File: config.mk
export PLATFORM = sky130hd
export DESIGN_NAME = regfile_wb_arbiter
export DESIGN_NICKNAME = d
export VERILOG_FILES = /design/src/rtl/regfile_wb_arbiter.sv
export SDC_FILE = /design/constraint.sdc
export NUM_CORES = 1
export LEC_CHECK = 0
export CORE_AREA = 2 2 118 120
export CTS_CLUSTER_DIAMETER = 120
export DETAILED_ROUTE_END_ITERATION = 7
export DIE_AREA = 0 0 120 122
export DONT_BUFFER_PORTS = 1
export GPL_TIMING_DRIVEN = 0
export PLACE_DENSITY = 0.67
export SLEW_MARGIN = 25
export SYNTH_ARGS = -nofsm -noshare
export SYNTH_HDL_FRONTEND = slang
export SYNTH_SLANG_ARGS = --single-unit
File: constraint.sdc
create_clock -name clk -period 1.63 [get_ports clk]
set_input_delay 0 -clock clk [delete_from_list [all_inputs] [get_ports clk]]
set_output_delay 0 -clock clk [all_outputs]
set_load 0.1 [all_outputs]
File: src/rtl/regfile_wb_arbiter.sv
// -----------------------------------------------------------------------------
// regfile_wb_arbiter
//
// This block shares the register file's single write port between two
// writeback sources:
//   - EX, which returns ALU and branch-link results.
//   - MEM, which returns load results.
//
// Each source owns a one-entry holding buffer. The arbiter grants the older
// buffered entry first, so writes to the same register commit in program
// order.
//
// Handshake (both sources): an entry transfers on a clock edge where
// src_valid && src_ready. src_ready is combinational from registered state
// and equals !buf_valid || buf_granted, so a buffer refills on the same edge
// it drains. An entry with rd == 0 completes the handshake but is dropped.
//
// Ports:
//   clk, rst                      clock, synchronous active-high reset
//   ex_valid/ex_ready/ex_rd/ex_data      EX writeback request
//   mem_valid/mem_ready/mem_rd/mem_data  MEM writeback request
//   wb_we/wb_rd/wb_data           registered register-file write port
//   pending_mask                  bit r set while a write to xr is buffered
//                                 or in flight on the wb port
//   conflict_cnt                  saturating count of cycles in which both
//                                 buffers were valid
// -----------------------------------------------------------------------------
module regfile_wb_arbiter #(
    parameter int XLEN          = 32,
    parameter int TIE_MEM_FIRST = 0,
    parameter int CNT_W         = 16
) (
    input  logic             clk,
    input  logic             rst,
    input  logic             ex_valid,
    output logic             ex_ready,
    input  logic [4:0]       ex_rd,
    input  logic [XLEN-1:0]  ex_data,
    input  logic             mem_valid,
    output logic             mem_ready,
    input  logic [4:0]       mem_rd,
    input  logic [XLEN-1:0]  mem_data,
    output logic             wb_we,
    output logic [4:0]       wb_rd,
    output logic [XLEN-1:0]  wb_data,
    output logic [31:0]      pending_mask,
    output logic [CNT_W-1:0] conflict_cnt
);

    localparam logic TIE_BIT = (TIE_MEM_FIRST != 0);

    logic             ex_vld_q,  ex_vld_d;
    logic [4:0]       ex_rd_q,   ex_rd_d;
    logic [XLEN-1:0]  ex_data_q, ex_data_d;
    logic             mem_vld_q,  mem_vld_d;
    logic [4:0]       mem_rd_q,   mem_rd_d;
    logic [XLEN-1:0]  mem_data_q, mem_data_d;
    logic             mem_older_q, mem_older_d;
    logic             wb_we_q,   wb_we_d;
    logic [4:0]       wb_rd_q,   wb_rd_d;
    logic [XLEN-1:0]  wb_data_q, wb_data_d;
    logic [CNT_W-1:0] conflict_cnt_q, conflict_cnt_d;

    logic grant_ex, grant_mem;
    logic ex_load, mem_load;
    logic ex_stay, mem_stay;
    logic [31:0] pend;

    always_comb begin
        // With both buffers valid the age bit picks the older entry;
        // with only one valid the age bit is ignored.
        grant_ex  = ex_vld_q  && (!mem_vld_q || !mem_older_q);
        grant_mem = mem_vld_q && (!ex_vld_q  ||  mem_older_q);

        ex_ready  = !ex_vld_q  || grant_ex;
        mem_ready = !mem_vld_q || grant_mem;

        // Writes to x0 complete the handshake but never enter a buffer.
        ex_load  = ex_valid  && ex_ready  && (ex_rd  != 5'd0);
        mem_load = mem_valid && mem_ready && (mem_rd != 5'd0);

        // Entries that remain buffered across the edge (the arbitration loser).
        ex_stay  = ex_vld_q  && !grant_ex;
        mem_stay = mem_vld_q && !grant_mem;

        ex_vld_d   = ex_load ? 1'b1 : (grant_ex ? 1'b0 : ex_vld_q);
        ex_rd_d    = ex_load ? ex_rd   : ex_rd_q;
        ex_data_d  = ex_load ? ex_data : ex_data_q;
        mem_vld_d  = mem_load ? 1'b1 : (grant_mem ? 1'b0 : mem_vld_q);
        mem_rd_d   = mem_load ? mem_rd   : mem_rd_q;
        mem_data_d = mem_load ? mem_data : mem_data_q;

        // A newly loaded entry is always younger than one that stays behind.
        mem_older_d = mem_older_q;
        if (ex_load && mem_load) begin
            mem_older_d = TIE_BIT;
        end else if (mem_load && ex_stay) begin
            mem_older_d = 1'b0;
        end else if (ex_load && mem_stay) begin
            mem_older_d = 1'b1;
        end

        wb_we_d   = grant_ex || grant_mem;
        wb_rd_d   = wb_rd_q;
        wb_data_d = wb_data_q;
        if (grant_ex) begin
            wb_rd_d   = ex_rd_q;
            wb_data_d = ex_data_q;
        end else if (grant_mem) begin
            wb_rd_d   = mem_rd_q;
            wb_data_d = mem_data_q;
        end

        conflict_cnt_d = conflict_cnt_q;
        if (ex_vld_q && mem_vld_q && (conflict_cnt_q != {CNT_W{1'b1}})) begin
            conflict_cnt_d = conflict_cnt_q + 1'b1;
        end
    end

    always_ff @(posedge clk) begin
        if (rst) begin
            ex_vld_q       <= 1'b0;
            ex_rd_q        <= '0;
            ex_data_q      <= '0;
            mem_vld_q      <= 1'b0;
            mem_rd_q       <= '0;
            mem_data_q     <= '0;
            mem_older_q    <= TIE_BIT;
            wb_we_q        <= 1'b0;
            wb_rd_q        <= '0;
            wb_data_q      <= '0;
            conflict_cnt_q <= '0;
        end else begin
            ex_vld_q       <= ex_vld_d;
            ex_rd_q        <= ex_rd_d;
            ex_data_q      <= ex_data_d;
            mem_vld_q      <= mem_vld_d;
            mem_rd_q       <= mem_rd_d;
            mem_data_q     <= mem_data_d;
            mem_older_q    <= mem_older_d;
            wb_we_q        <= wb_we_d;
            wb_rd_q        <= wb_rd_d;
            wb_data_q      <= wb_data_d;
            conflict_cnt_q <= conflict_cnt_d;
        end
    end

    // Hazard mask: every destination that is buffered or on the write port.
    always_comb begin
        pend = '0;
        if (ex_vld_q)  pend[ex_rd_q]  = 1'b1;
        if (mem_vld_q) pend[mem_rd_q] = 1'b1;
        if (wb_we_q)   pend[wb_rd_q]  = 1'b1;
        pend[0] = 1'b0;
    end

    assign pending_mask = pend;
    assign wb_we        = wb_we_q;
    assign wb_rd        = wb_rd_q;
    assign wb_data      = wb_data_q;
    assign conflict_cnt = conflict_cnt_q;

endmodule
### After elaboration in Yosys (flattened, before gate mapping)

Index checks and enable logic that the tools add are counted.

| word-level totals | value |
|---|---|
| output and inout port bits | 88 |
| word-level logic and storage cells | 70 |
| input port bits | 78 |
| register bits after elaboration | 131 |

| operators by class | value |
|---|---|
| $add $sub $neg | 1 |
| magnitude comparators | 6 |
| mux-type cells | 17 |
| bitwise gates (word level) | 2 |
| equal/unequal tests | 1 |
| reductions and logical operators | 32 |

Operators with widths:

| operator | count |
|---|---|
| $mux W32 | 5 |
| $or A32 B32 Y32 | 2 |
| $lt A5 B6 Y1 const B | 3 |
| $add A16 B1 Y16 const B | 1 |
| $logic_and A1 B1 Y1 | 16 |
| $ne A16 B16 Y1 const B | 1 |
| $demux W1 S5 | 3 |
| $ge A5 B1 Y1 const B | 3 |
| $mux W5 | 2 |
| $reduce_bool A5 Y1 | 2 |
| $mux W1 | 7 |
| $reduce_bool A2 Y1 | 3 |
| $logic_not A1 Y1 | 5 |
| $logic_or A1 B1 Y1 | 5 |
| $reduce_or A3 Y1 | 1 |

### Longest topological paths before layout

Gate-level depths: netlist of the first run.

| logic depth | value |
|---|---|
| depth in word-level cells | 9 |
| mapped depth | 7 |
| depth with buffers taken out | 5 |

### Worst setup path after synthesis of the first run

OpenSTA, ideal clock, no wires.

| timing path | value |
|---|---|
| path kind | reg-to-reg |
| from | register conflict_cnt_q[4] (netlist: conflict_cnt[4]) |
| to | register conflict_cnt_q[15] (netlist: conflict_cnt[15]) |
| data arrival time | 2.447 ns |
| buffers on the path | 1 |
| data required time | 1.509 ns |
| cell stages (with the launch flop) | 6 |
| setup time | 0.121 ns |
| setup slack | -0.938 ns |
| clock period less this slack | 2.568 ns |
| cell sequence | dfxtp_1 > buf_2 > nand4_2 > or3_4 > a2111oi_2 > mux2_2 |

| on the way | value |
|---|---|
| word-level cells in the longest chain between the ends | 2 |
| elaborated cells between the ends (all ways) | 3 |
| classes of those cells | add/sub (1); eq/ne (1); reduce/logical (1) |

Ends and longest elaborated chain:

| item | RTL line | text |
|---|---|---|
| from (decl) | 62 | `logic [CNT_W-1:0] conflict_cnt_q, conflict_cnt_d;` |
| from (signal assigned) | 144 | `conflict_cnt_q <= conflict_cnt_d;` |
| parallel branches: the longest is 2 deep, another holds $add A16 B1 Y16 | -- |  |

Several ways; the timed one is not identified.
A chain may end at the register's enable or synchronous reset.

### Worst setup path after layout of the first run

| timing path | value |
|---|---|
| from | register wb_we_q (netlist: wb_we) |
| to | output port pending_mask[4] |

| on the way | value |
|---|---|
| word-level cells in the longest chain between the ends | 1 |

Ends and longest elaborated chain:

| item | RTL line | text |
|---|---|---|
| from (decl) | 59 | `logic wb_we_q, wb_we_d;` |
| from (signal assigned) | 141 | `wb_we_q <= wb_we_d;` |
| $mux W32 | 153 | `if (wb_we_q) pend[wb_rd_q] = 1'b1;` |
| to (decl) | 46 | `output logic [31:0] pending_mask,` |

No other way between the ends.

==> PnR_summary.wiki, run 1 <==
{| class="wikitable"
! Metric !! Value
|-
| Synth-to-layout area growth || 76.8%
|-
| FFs w/ async S/R, synth || 0%
|-
| Ys Warns || 0
|-
| Number of cell rows || 43
|-
| Number of top-level pins || 166
|-
| Final worst clock skew || 5.88 ps
|-
| CP Launch Type || flip-flop
|-
| Count of final setup violators || 114
|-
| TritonCTS buffer count || 17
|-
| CTS clock-pin slew for the worst setup and hold paths || 60 ps
|-
| Total iterations of the first detailed-routing run || 5
|-
| Peak-usage layer in the global routing report || met2
|-
| Final worst-path cycle share || 124%
|-
| Number of sinks driven by the clock tree || 131
|-
| Layout cells sized above 1 || 44.6%
|-
| Number of failing hold endpoints at the final stage || 0
|-
| Leak || 4.20 nW
|-
| Starting density of the core || 43.8%
|-
| Crit path max fanout || 5
|-
| Number of distinct library cells after synthesis || 50
|-
| Peak supply drop || 717 uV
|-
| Crit Path Category || flip-flop to primary output
|-
| Data arrival time of the critical path || 2020 ps
|-
| Mean area per synthesized cell || 7.81 um^2
|-
| Outcome || finished with violations
|-
| Net count after synthesis || 836
|-
| Post-DP HPWL || 12.7 mm
|-
| GR met2 Demand/Resource || 51.8%
|-
| Category of the worst setup path capture point || primary output
|-
| Avg Vias per Cell || 6.03
|-
| Sequential cell area fraction in the yosys report || 44.4%
|-
| Count of buffers inserted at the top-level ports || 0
|-
| Number of max-cap violations || 0
|-
| CTS tree || yes
|-
| Post-Place Cells || 939
|-
| Drt initial violations || 570
|-
| Period minus WS final || 2020 ps
|-
| Gate Count Post-Synth || 757
|-
| Most used flip-flop cell after synthesis || dfxtp_1
|-
| Violated checks || negative setup slack
|-
| Chip height || 122 um
|-
| Total power per unit cell area || 859 mW/mm^2
|-
| Clk Latency, worst-skew pair || 420 ps
|-
| Filler cells || 795
|-
| Area of the placeable core || 0.0135 mm^2
|-
| H-tree lvl count || 4
|-
| Tightest hold margin || 30.2 ps
|-
| Final net count || 1014
|-
| #FFs+latches synth || 131
|-
| Vias post-DR || 6803
|-
| Total global routing track utilization || 29.4%
|-
| Routability congestion estimate from global placement || 0.859
|-
| Headroom to the max-slew limit || 31.0%
|-
| Die Area || 0.0146 mm^2
|-
| Worst Setup Slack, final || -391 ps
|-
| Post-route ant nets || 0
|-
| Number of global-route vias before repair || 6317
|-
| Area of the multi-input gates || 0.00452 mm^2
|-
| Die Wd || 120 um
|-
| Area of the mapped netlist || 0.00591 mm^2
|-
| Hold Crit Class || input pin to flip-flop
|-
| Highest clock frequency the design can meet || 495 MHz
|-
| Residual DRC || 0
|-
| Slew of the pin with the lowest slew margin || 1030 ps
|-
| Antenna violations before repair || 1
|-
| Master cell of the clock root buffer || clkbuf_16
|-
| Total Wirelength || 25.9 mm
|-
| Number of synthesized flops with an enable pin || 0
|-
| Global routing usage on met3 || 7.87%
|-
| Pin count of the biggest net entering global routing || 18
|-
| Pins over their slew limit || 0
|-
| Buffer levels on the longest clock path || 2
|-
| Register Area || 0.00272 mm^2
|-
| Final cell count without fillers || 1129
|-
| RSZ-0062 raised after global routing || yes
|-
| Endpoint required time on the critical path || 1630 ps
|-
| First-pass GRT wire length || 33.5 mm
|-
| Aggregate global routing overflow || 0
|-
| Met1 Resource Use GR || 34.1%
|-
| Routed length per placed instance || 23.0 um
|}
## power by group
| group | internal (mW) | switching, mW |
|---|---|---|
| Combinational | 0.671 | 0.774 |
| Clock | 2.27 | 1.49 |
| Sequential | 3.33 | 0.443 |
| Total | 6.27 | 2.71 |
## worst paths after layout
| path | startpoint | endpoint | slack [ps] | cells after the start |
|---|---|---|---|---|
| min | ex_rd[4] | ex_rd_q[1] | 30 | 4 |
| min reg2reg | mem_data_q[13] | mem_data_q[13] | 460 | 2 |
| max reg2reg | conflict_cnt[0] | conflict_cnt[9] | -290 | 4 |
| max | wb_we | pending_mask[4] | -390 | 4 |
## kinds of logic after synthesis
family	after synthesis	share of synthesized area, %
flops	131	44.4
mux	41	7.03
xor+xnor	1	0.148
other cells	1	0.0635
buf+inv	64	4.85
fa+ha+maj	1	0.212
compound gates	173	17.4
simple gates	345	25.9
## state kept, by name (all words and copies together) (netlist names)
signal / flops
mem_older_q: 1
wb_we: 1
mem_data_q: 32
wb_rd: 5
ex_data_q: 32
ex_vld_q: 1
ex_rd_q: 5
mem_vld_q: 1
conflict_cnt: 16
wb_data: 32
mem_rd_q: 5
## cells in the final DEF (no fill, tap or decap), types with 28 or more instances in the layout
cell type      count
nand2_1          145
buf_4             51
o21ai_1           34
nand2_2           28
mux2i_1           31
a21oi_2           31
dfxtp_1           99
buf_6             34
nand2_4           52
dlygate4sd3_1     77
a21oi_1           50
## layout make-up
type / instances / share of cell area [%]
Clock buffer: 21 / 4.61
Multi-Input combinational cell: 562 / 43.2
Antenna cell: 1 / 0.0240
Clock inverter: 11 / 0.958
Inverter: 8 / 0.287
Sequential cell: 131 / 26.1
Timing Repair Buffer: 171 / 18.0
Tap cell: 180 / 2.16
Buffer: 44 / 4.67
## through the flow
step           TNS [ps]  power (mW)  setup slack (ps)  util, %  cell area, um^2
2_1_floorplan    -29250        4.29              -488        -             6280
3_3_place_gp     -64080        4.46              -757     48.2             6500
3_5_place_dp     -42820        4.49              -669     48.4             6540
4_1_cts          -12330        8.64              -282     69.3             9360
5_1_grt          -22140        9.21              -420     77.3            10400
6_report         -17420        8.98              -391     77.4            10400
## synthesized netlist by cell type (3+ instances only)
cell type  count  area, um^2
buf_2         19        95.1
a22oi_1       29         218
mux2i_1       37         370
or4_1          3        22.5
inv_1          8        30.0
dfxtp_1      131        2620
nor3_1         8        40.0
and3b_1        7        61.3
clkbuf_1      30         113
buf_4          6        45.0
nor2_1        23        86.3
o31ai_1        4        30.0
nor3b_1       11        82.6
mux2_2         4        45.0
or3_1          6        37.5
nand3_1        8        40.0
and3_1         8        50.1
a21oi_1       81         405
nand4_1        3        18.8
a32oi_1        4        35.0
nor2b_1        4        25.0
o21ai_0       40         200
nand2_1      249         935
## timing repair
item,4_1_cts,5_1_grt
buffers inserted,44,38
pin swaps,66,80
cloned,9,5
setup endpoints to repair,121,115
hold buffers,76,1
gates resized for setup,232,226
hold endpoints to repair,74,1
## per-layer routing
layer  routed length (um)  share of wire [%]
met2                13000                 50
met3                 2320                8.9
met1                 9280                 36
met4                 1340                5.1
met5                    0                  0
## critical path, stage by stage, from the launching register on
cell	delay (ps)
dfxtp_4	590
nor3b_4	360
buf_4	240
a22oi_2	120
nand2_4	290
Power figures use the tool's default switching activity.
==> run 2: changes to the inputs <==
PLACE_DENSITY = 0.66   (was 0.67)
clock period = 2.04 ns   (was 1.63 ns; I/O delays follow)
==> run 2 against run 1 <==
Effect of this change: the run now ends clean; utilization shrank 17 points; design area shrank 22%; total power shrank 26%; count of clock-buffer cells in the layout grew 6; clock power shrank 22%; routed wire length shrank 26%; worst hold slack lost 21 ps; flip-flop and latch count is the same; critical path depth is the same; global-route usage shrank 3.4 points; non-clock buffer count shrank 80; combinational power shrank 49%.
==> PnR_summary.wiki, run 2 (synthesis results as in run 1) <==
{| class="wikitable"
! Metric !! Value
|-
| Outcome || finished clean (was finished with violations)
|-
| Buffer levels on the longest clock path || 2 (unchanged)
|-
| Routability congestion estimate from global placement || 0.820 (was 0.859)
|-
| Layout cells sized above 1 || 19.3% (was 44.6%)
|-
| Most common library cell in the layout ignoring fill and taps || nand2_1 (unchanged)
|-
| Met1 Resource Use GR || 30.9% (was 34.1%)
|-
| Die Wd || 120 um (unchanged)
|-
| Leak || 3.07 nW (was 4.20 nW)
|-
| Slew of the pin with the lowest slew margin || 1010 ps (was 1030 ps)
|-
| Period minus WS final || 2010 ps
|-
| Register-to-Register Path Depth || 5 (was 4)
|-
| Master cell of the clock root buffer || clkbuf_16 (unchanged)
|-
| Headroom to the max-slew limit || 32.5% (was 31.0%)
|-
| Final worst clock skew || 9.43 ps (was 5.88 ps)
|-
| Post-route ant nets || 0 (unchanged)
|-
| Peak-usage layer in the global routing report || met2 (unchanged)
|-
| Final core utilization || 60.1% (was 77.4%)
|-
| Peak supply drop || 544 uV (was 717 uV)
|-
| Placed standard-cell area || 0.00626 mm^2 (was 0.00654 mm^2)
|-
| Residual DRC || 0 (unchanged)
|-
| Aggregate global routing overflow || 0 (unchanged)
|-
| Antenna violations before repair || 0 (was 1)
|-
| Post-Place Cells || 939 (unchanged)
|-
| Total power per unit cell area || 820 mW/mm^2 (was 859 mW/mm^2)
|-
| Worst-case setup slack after placement || -387 ps (was -669 ps)
|-
| Number of failing hold endpoints at the final stage || 0 (unchanged)
|-
| Chip height || 122 um (unchanged)
|-
| Post-DP HPWL || 12.6 mm (was 12.7 mm)
|-
| Category of the worst setup path capture point || primary output (unchanged)
|-
| Final net count || 934 (was 1014)
|-
| Clk Latency, worst-skew pair || 420 ps (about the same)
|-
| Vias post-DR || 5926 (was 6803)
|-
| Data arrival time of the critical path || 2010 ps (was 2020 ps)
|-
| Stage delay of the slowest cell on the critical path || 530 ps (was 590 ps)
|-
| Crit path max fanout || 9 (was 5)
|-
| Cell family with the largest share of critical-path delay || buffers and inverters (was simple AND/OR/NAND/NOR gates)
|-
| Slowest CP cell || dfxtp_4 (unchanged)
|-
| Worst Setup Slack, final || 30.1 ps (was -391 ps)
|-
| Avg Vias per Cell || 5.67 (was 6.03)
|-
| Crit Path Category || flip-flop to primary output (unchanged)
|-
| Drt initial violations || 449 (was 570)
|-
| Number of top-level pins || 166 (unchanged)
|-
| H-tree lvl count || 4 (unchanged)
|-
| Number of sinks driven by the clock tree || 131 (unchanged)
|-
| Area of the placeable core || 0.0135 mm^2 (unchanged)
|-
| Starting density of the core || 43.8% (unchanged)
|-
| Die Area || 0.0146 mm^2 (unchanged)
|-
| First-pass GRT wire length || 29.7 mm (was 33.5 mm)
|-
| Most frequent cells in the layout || nand2_1, dfxtp_1, a21oi_1 (was nand2_1, dfxtp_1, dlygate4sd3_1)
|-
| Final worst-path cycle share || 98.5%
|-
| Routed length per placed instance || 18.2 um (was 23.0 um)
|-
| Capture endpoint of the worst hold path || mem_data_q[14] (was ex_rd_q[1])
|-
| Worst hold start || mem_rd[4] (was ex_rd[4])
|-
| GR met2 Demand/Resource || 43.4% (was 51.8%)
|-
| CTS clock-pin slew for the worst setup and hold paths || 60 ps (about the same)
|-
| Cell area after layout || 0.00812 mm^2 (was 0.0104 mm^2)
|-
| Instance count along the most critical hold path || 4 (unchanged)
|-
| CTS tree || yes (unchanged)
|-
| Hold Crit Class || input pin to flip-flop (unchanged)
|-
| Filler cells || 1155 (was 795)
|-
| Number of global-route vias before repair || 5726 (was 6317)
|-
| Endpoint required time on the critical path || 2040 ps (was 1630 ps)
|-
| Reg-to-reg setup timing slack || 80 ps (was -290 ps)
|-
| Count of final setup violators || 0 (was 114)
|-
| Pins over their slew limit || 0 (unchanged)
|-
| Worst r2r dst || conflict_cnt[15] (was conflict_cnt[9])
|-
| Number of cell rows || 43 (unchanged)
|-
| Final cell count without fillers || 1046 (was 1129)
|-
| CP Launch Type || flip-flop (unchanged)
|-
| RSZ-0062 raised after global routing || yes (unchanged)
|-
| Inserted Diodes || 0 (was 1)
|-
| Crit path buffers/inverters || 2 (was 1)
|-
| Total global routing track utilization || 26.0% (was 29.4%)
|-
| TritonCTS buffer count || 17 (unchanged)
|-
| Pin count of the biggest net entering global routing || 17 (was 18)
|-
| Worst reg2reg startpoint || conflict_cnt[4] (was conflict_cnt[0])
|-
| CP Cell Sequence || buf_2 -> and3_1 -> a222oi_1 -> inv_2 (was nor3b_4 -> buf_4 -> a22oi_2 -> nand2_4)
|-
| Count of buffers inserted at the top-level ports || 0 (unchanged)
|-
| Highest clock frequency the design can meet || 498 MHz
|-
| Synth-to-layout area growth || 37.4% (was 76.8%)
|-
| Total Wirelength || 19.1 mm (was 25.9 mm)
|-
| Global routing usage on met3 || 8.47% (was 7.87%)
|-
| Total iterations of the first detailed-routing run || 5 (unchanged)
|-
| Number of max-cap violations || 0 (unchanged)
|-
| Total power after layout || 6.66 mW (was 8.98 mW)
|}
-- run 2: tightest hold or removal path, cell delays in order --
cell and delay (ps):
o211ai_2 100, buf_6 160, nand2_1 70, a21oi_1 50
-- run 2: worst max-delay path by stage --
| stage | start | to | slack (ps) | cells past startpoint |
|---|---|---|---|---|
| after floorplan | ex_vld_q | mem_data_q[19] | -100 | 7 |
| after global placement | ex_vld_q | mem_data_q[10] | -350 | 7 |
| after detailed placement | ex_vld_q | pending_mask[20] | -390 | 5 |
| after CTS | conflict_cnt[4] | conflict_cnt[15] | -70 | 5 |
| after global routing | ex_rd_q[4] | pending_mask[18] | -30 | 4 |
| final | wb_rd[2] | pending_mask[28] | 30 | 4 |
-- run 2: metal layers --
metal | vias up | routed length [um]
li1 | 2794 | -
met2 | 266 | 9260
met4 | 0 | 380
met5 | - | 0
met3 | 41 | 1650
met1 | 2825 | 7790
-- run 2: report_power, final --
group,internal (mW),switching [mW]
clock,1.89,1.07
combinational,0.292,0.439
sequential,2.66,0.315
-- run 2: area by class of cell --
cell class / count / area [um^2] / share of cell area [%]
plain buffers: 50 / 302 / 3.71
clock buffers: 27 / 533 / 6.56
clock inverters: 3 / 42.5 / 0.524
inverters: 8 / 30.0 / 0.370
multi-input cells: 562 / 3440 / 42.4
flip-flops and latches: 131 / 2700 / 33.3
well taps: 180 / 225 / 2.77
repair buffers: 85 / 845 / 10.4
-- run 2: what timing repair did --
action / 4_1_cts / 5_1_grt
endpoints found under the hold margin: 75 / 0
gates resized for setup: 101 / 33
setup buffers: 1 / 6
hold buffers: 76 / 0
setup endpoints to repair: 84 / 89
gates cloned: 0 / 0
pin swaps: 2 / 13
-- run 2: per-stage QoR --
| stage | hold slack [ps] | setup TNS [ps] |
|---|---|---|
| after detailed placement | 142 | -12090 |
| after CTS | 1.06 | -237 |
| after floorplan | 136 | -2880 |
| final | 9.57 | 0 |
| after global placement | 139 | -21260 |
| after global routing | 23.0 | -116 |
==> run 3: changes to the inputs <==
CORE_AREA = 2 2 128 130   (was 2 2 118 120)
DIE_AREA = 0 0 130 132   (was 0 0 120 122)
PLACE_DENSITY = 0.59   (was 0.66)
==> run 3 against run 2 <==
Effect of this change: worst hold slack gained 9.5 ps; first-iteration DRC count shrank 7.8%; clock skew shrank 0.77 ps; highest routed layer unchanged.
==> PnR_summary.wiki, run 3 (synthesis results as in run 1) <==
{| class="wikitable"
! Metric !! Value
|-
| Capture endpoint of the worst hold path || mem_data_q[15] (was mem_data_q[14])
|-
| Most common library cell in the layout ignoring fill and taps || nand2_1 (unchanged)
|-
| Crit path max fanout || 9 (unchanged)
|-
| Vias post-DR || 5758 (was 5926)
|-
| Die Wd || 130 um (was 120 um)
|-
| Highest clock frequency the design can meet || 506 MHz (was 498 MHz)
|-
| Reg-to-reg setup timing slack || 80 ps (about the same)
|-
| Final worst-path cycle share || 96.8% (was 98.5%)
|-
| CTS clock-pin slew for the worst setup and hold paths || 50 ps (was 60 ps)
|-
| Inserted Diodes || 0 (unchanged)
|-
| Number of cell rows || 46 (was 43)
|-
| Master cell of the clock root buffer || clkbuf_16 (unchanged)
|-
| Period minus WS final || 1970 ps (was 2010 ps)
|-
| Synth-to-layout area growth || 37.9% (was 37.4%)
|-
| Post-Place Cells || 975 (was 939)
|-
| Headroom to the max-slew limit || 30.1% (was 32.5%)
|-
| Final cell count without fillers || 1086 (was 1046)
|-
| Routed length per placed instance || 17.7 um (was 18.2 um)
|-
| Number of failing hold endpoints at the final stage || 0 (unchanged)
|-
| Routability congestion estimate from global placement || 0.797 (was 0.820)
|-
| Pin count of the biggest net entering global routing || 17 (unchanged)
|-
| Pins over their slew limit || 0 (unchanged)
|-
| First-pass GRT wire length || 30.0 mm (was 29.7 mm)
|-
| Final core utilization || 51.9% (was 60.1%)
|-
| Post-DP HPWL || 12.8 mm (was 12.6 mm)
|-
| Count of buffers inserted at the top-level ports || 0 (unchanged)
|-
| Outcome || finished clean (unchanged)
|-
| Peak supply drop || 732 uV (was 544 uV)
|-
| Slew of the pin with the lowest slew margin || 1050 ps (was 1010 ps)
|-
| CP Launch Type || flip-flop (unchanged)
|-
| Worst reg2reg startpoint || conflict_cnt[0] (was conflict_cnt[4])
|-
| Leak || 3.06 nW (was 3.07 nW)
|-
| Antenna violations before repair || 0 (unchanged)
|-
| Layout cells sized above 1 || 18.9% (was 19.3%)
|-
| Number of sinks driven by the clock tree || 131 (unchanged)
|-
| Total power per unit cell area || 775 mW/mm^2 (was 820 mW/mm^2)
|-
| TritonCTS buffer count || 17 (unchanged)
|-
| Area of the placeable core || 0.0157 mm^2 (was 0.0135 mm^2)
|-
| Data arrival time of the critical path || 1970 ps (was 2010 ps)
|-
| Die Area || 0.0172 mm^2 (was 0.0146 mm^2)
|-
| Final worst clock skew || 8.66 ps (was 9.43 ps)
|-
| H-tree lvl count || 4 (unchanged)
|-
| Endpoint required time on the critical path || 2040 ps (about the same)
|-
| Crit Path Category || flip-flop to primary output (unchanged)
|-
| Worst r2r dst || conflict_cnt[15] (unchanged)
|-
| Category of the worst setup path capture point || primary output (unchanged)
|-
| Total iterations of the first detailed-routing run || 5 (unchanged)
|-
| Drt initial violations || 414 (was 449)
|-
| Total global routing track utilization || 22.5% (was 26.0%)
|-
| Number of top-level pins || 166 (unchanged)
|-
| Chip height || 132 um (was 122 um)
|-
| Number of global-route vias before repair || 5580 (was 5726)
|-
| Worst hold start || mem_rd[4] (unchanged)
|-
| Most frequent cells in the layout || nand2_1, dfxtp_1, a21oi_1, dlygate4sd3_1, o21ai_0 (was nand2_1, dfxtp_1, a21oi_1)
|-
| CTS tree || yes (unchanged)
|-
| Avg Vias per Cell || 5.30 (was 5.67)
|-
| Total Wirelength || 19.2 mm (was 19.1 mm)
|-
| Hold Crit Class || input pin to flip-flop (unchanged)
|-
| Number of max-cap violations || 0 (unchanged)
|-
| Count of final setup violators || 0 (unchanged)
|-
| Instance count along the most critical hold path || 4 (unchanged)
|-
| Post-route ant nets || 0 (unchanged)
|-
| Clk Latency, worst-skew pair || 410 ps (was 420 ps)
|-
| Final net count || 939 (was 934)
|-
| Placed standard-cell area || 0.00630 mm^2 (was 0.00626 mm^2)
|-
| Aggregate global routing overflow || 0 (unchanged)
|-
| Register-to-Register Path Depth || 4 (was 5)
|-
| Buffer levels on the longest clock path || 2 (unchanged)
|-
| Starting density of the core || 37.6% (was 43.8%)
|-
| Residual DRC || 0 (unchanged)
|-
| Cell area after layout || 0.00815 mm^2 (was 0.00812 mm^2)
|}
-- run 3: what timing repair did --
item / CTS / global route
resized for setup: 108 / 29
hold buffers: 81 / 0
endpoints found under the setup margin: 81 / 104
pin swaps: 6 / 8
endpoints found under the hold margin: 74 / 0
buffers inserted: 3 / 6
-- run 3: report_power, final --
group          switching [mW]  leakage, nW  internal (mW)  total [mW]
logic                   0.436         1.72          0.306       0.742
registers               0.320         1.09           2.66        2.98
clock network            1.05        0.249           1.55        2.59
-- run 3: routing by layer --
metal / part of all wire, % / vias to the layer above / GRT usage, %
met3: 6.3 / 28 / 6.70
met2: 48 / 174 / 35.9
met4: 1.4 / 0 / 6.39
met1: 45 / 2753 / 29.3
li1: - / 2803 / -
met5: 0 / - / 0
-- run 3: how the worst max path moves through the flow --
stage               slack [ps]               end  cells past startpoint       from
finish                      70  pending_mask[28]                      4   wb_rd[3]
global route                -3     ex_data_q[25]                      7  mem_vld_q
CTS                        -70  pending_mask[28]                      5   ex_vld_q
detailed placement        -400  pending_mask[28]                      3      wb_we
global placement          -440  pending_mask[28]                      3      wb_we
floorplan                 -100    mem_data_q[19]                      7   ex_vld_q
-- run 3: layout make-up --
type                            count  area, um^2
Tap cell                          216         270
Timing Repair Buffer               92         910
Sequential cell                   131        2710
Multi-Input combinational cell    562        3420
Fill cell                        1493        7560
Clock inverter                      7        36.3
Clock buffer                       22         454
Buffer                             48         322
Inverter                            8        30.0
-- run 3: critical path: stages, from the launching register on --
cell,delay (ps)
dfxtp_4,450
buf_8,190
and3_1,220
a222oi_1,370
inv_2,330
-- run 3: metrics by stage --
stage	hold slack (ps)	TNS (ps)	setup slack, ps	total power, mW
2_1_floorplan	136	-2880	-105	3.44
3_3_place_gp	138	-26650	-439	3.60
3_5_place_dp	143	-14520	-399	3.61
4_1_cts	0.472	-69.8	-66.2	6.36
5_1_grt	24.8	-3.03	-3.03	6.60
6_report	19.1	0	65.5	6.31
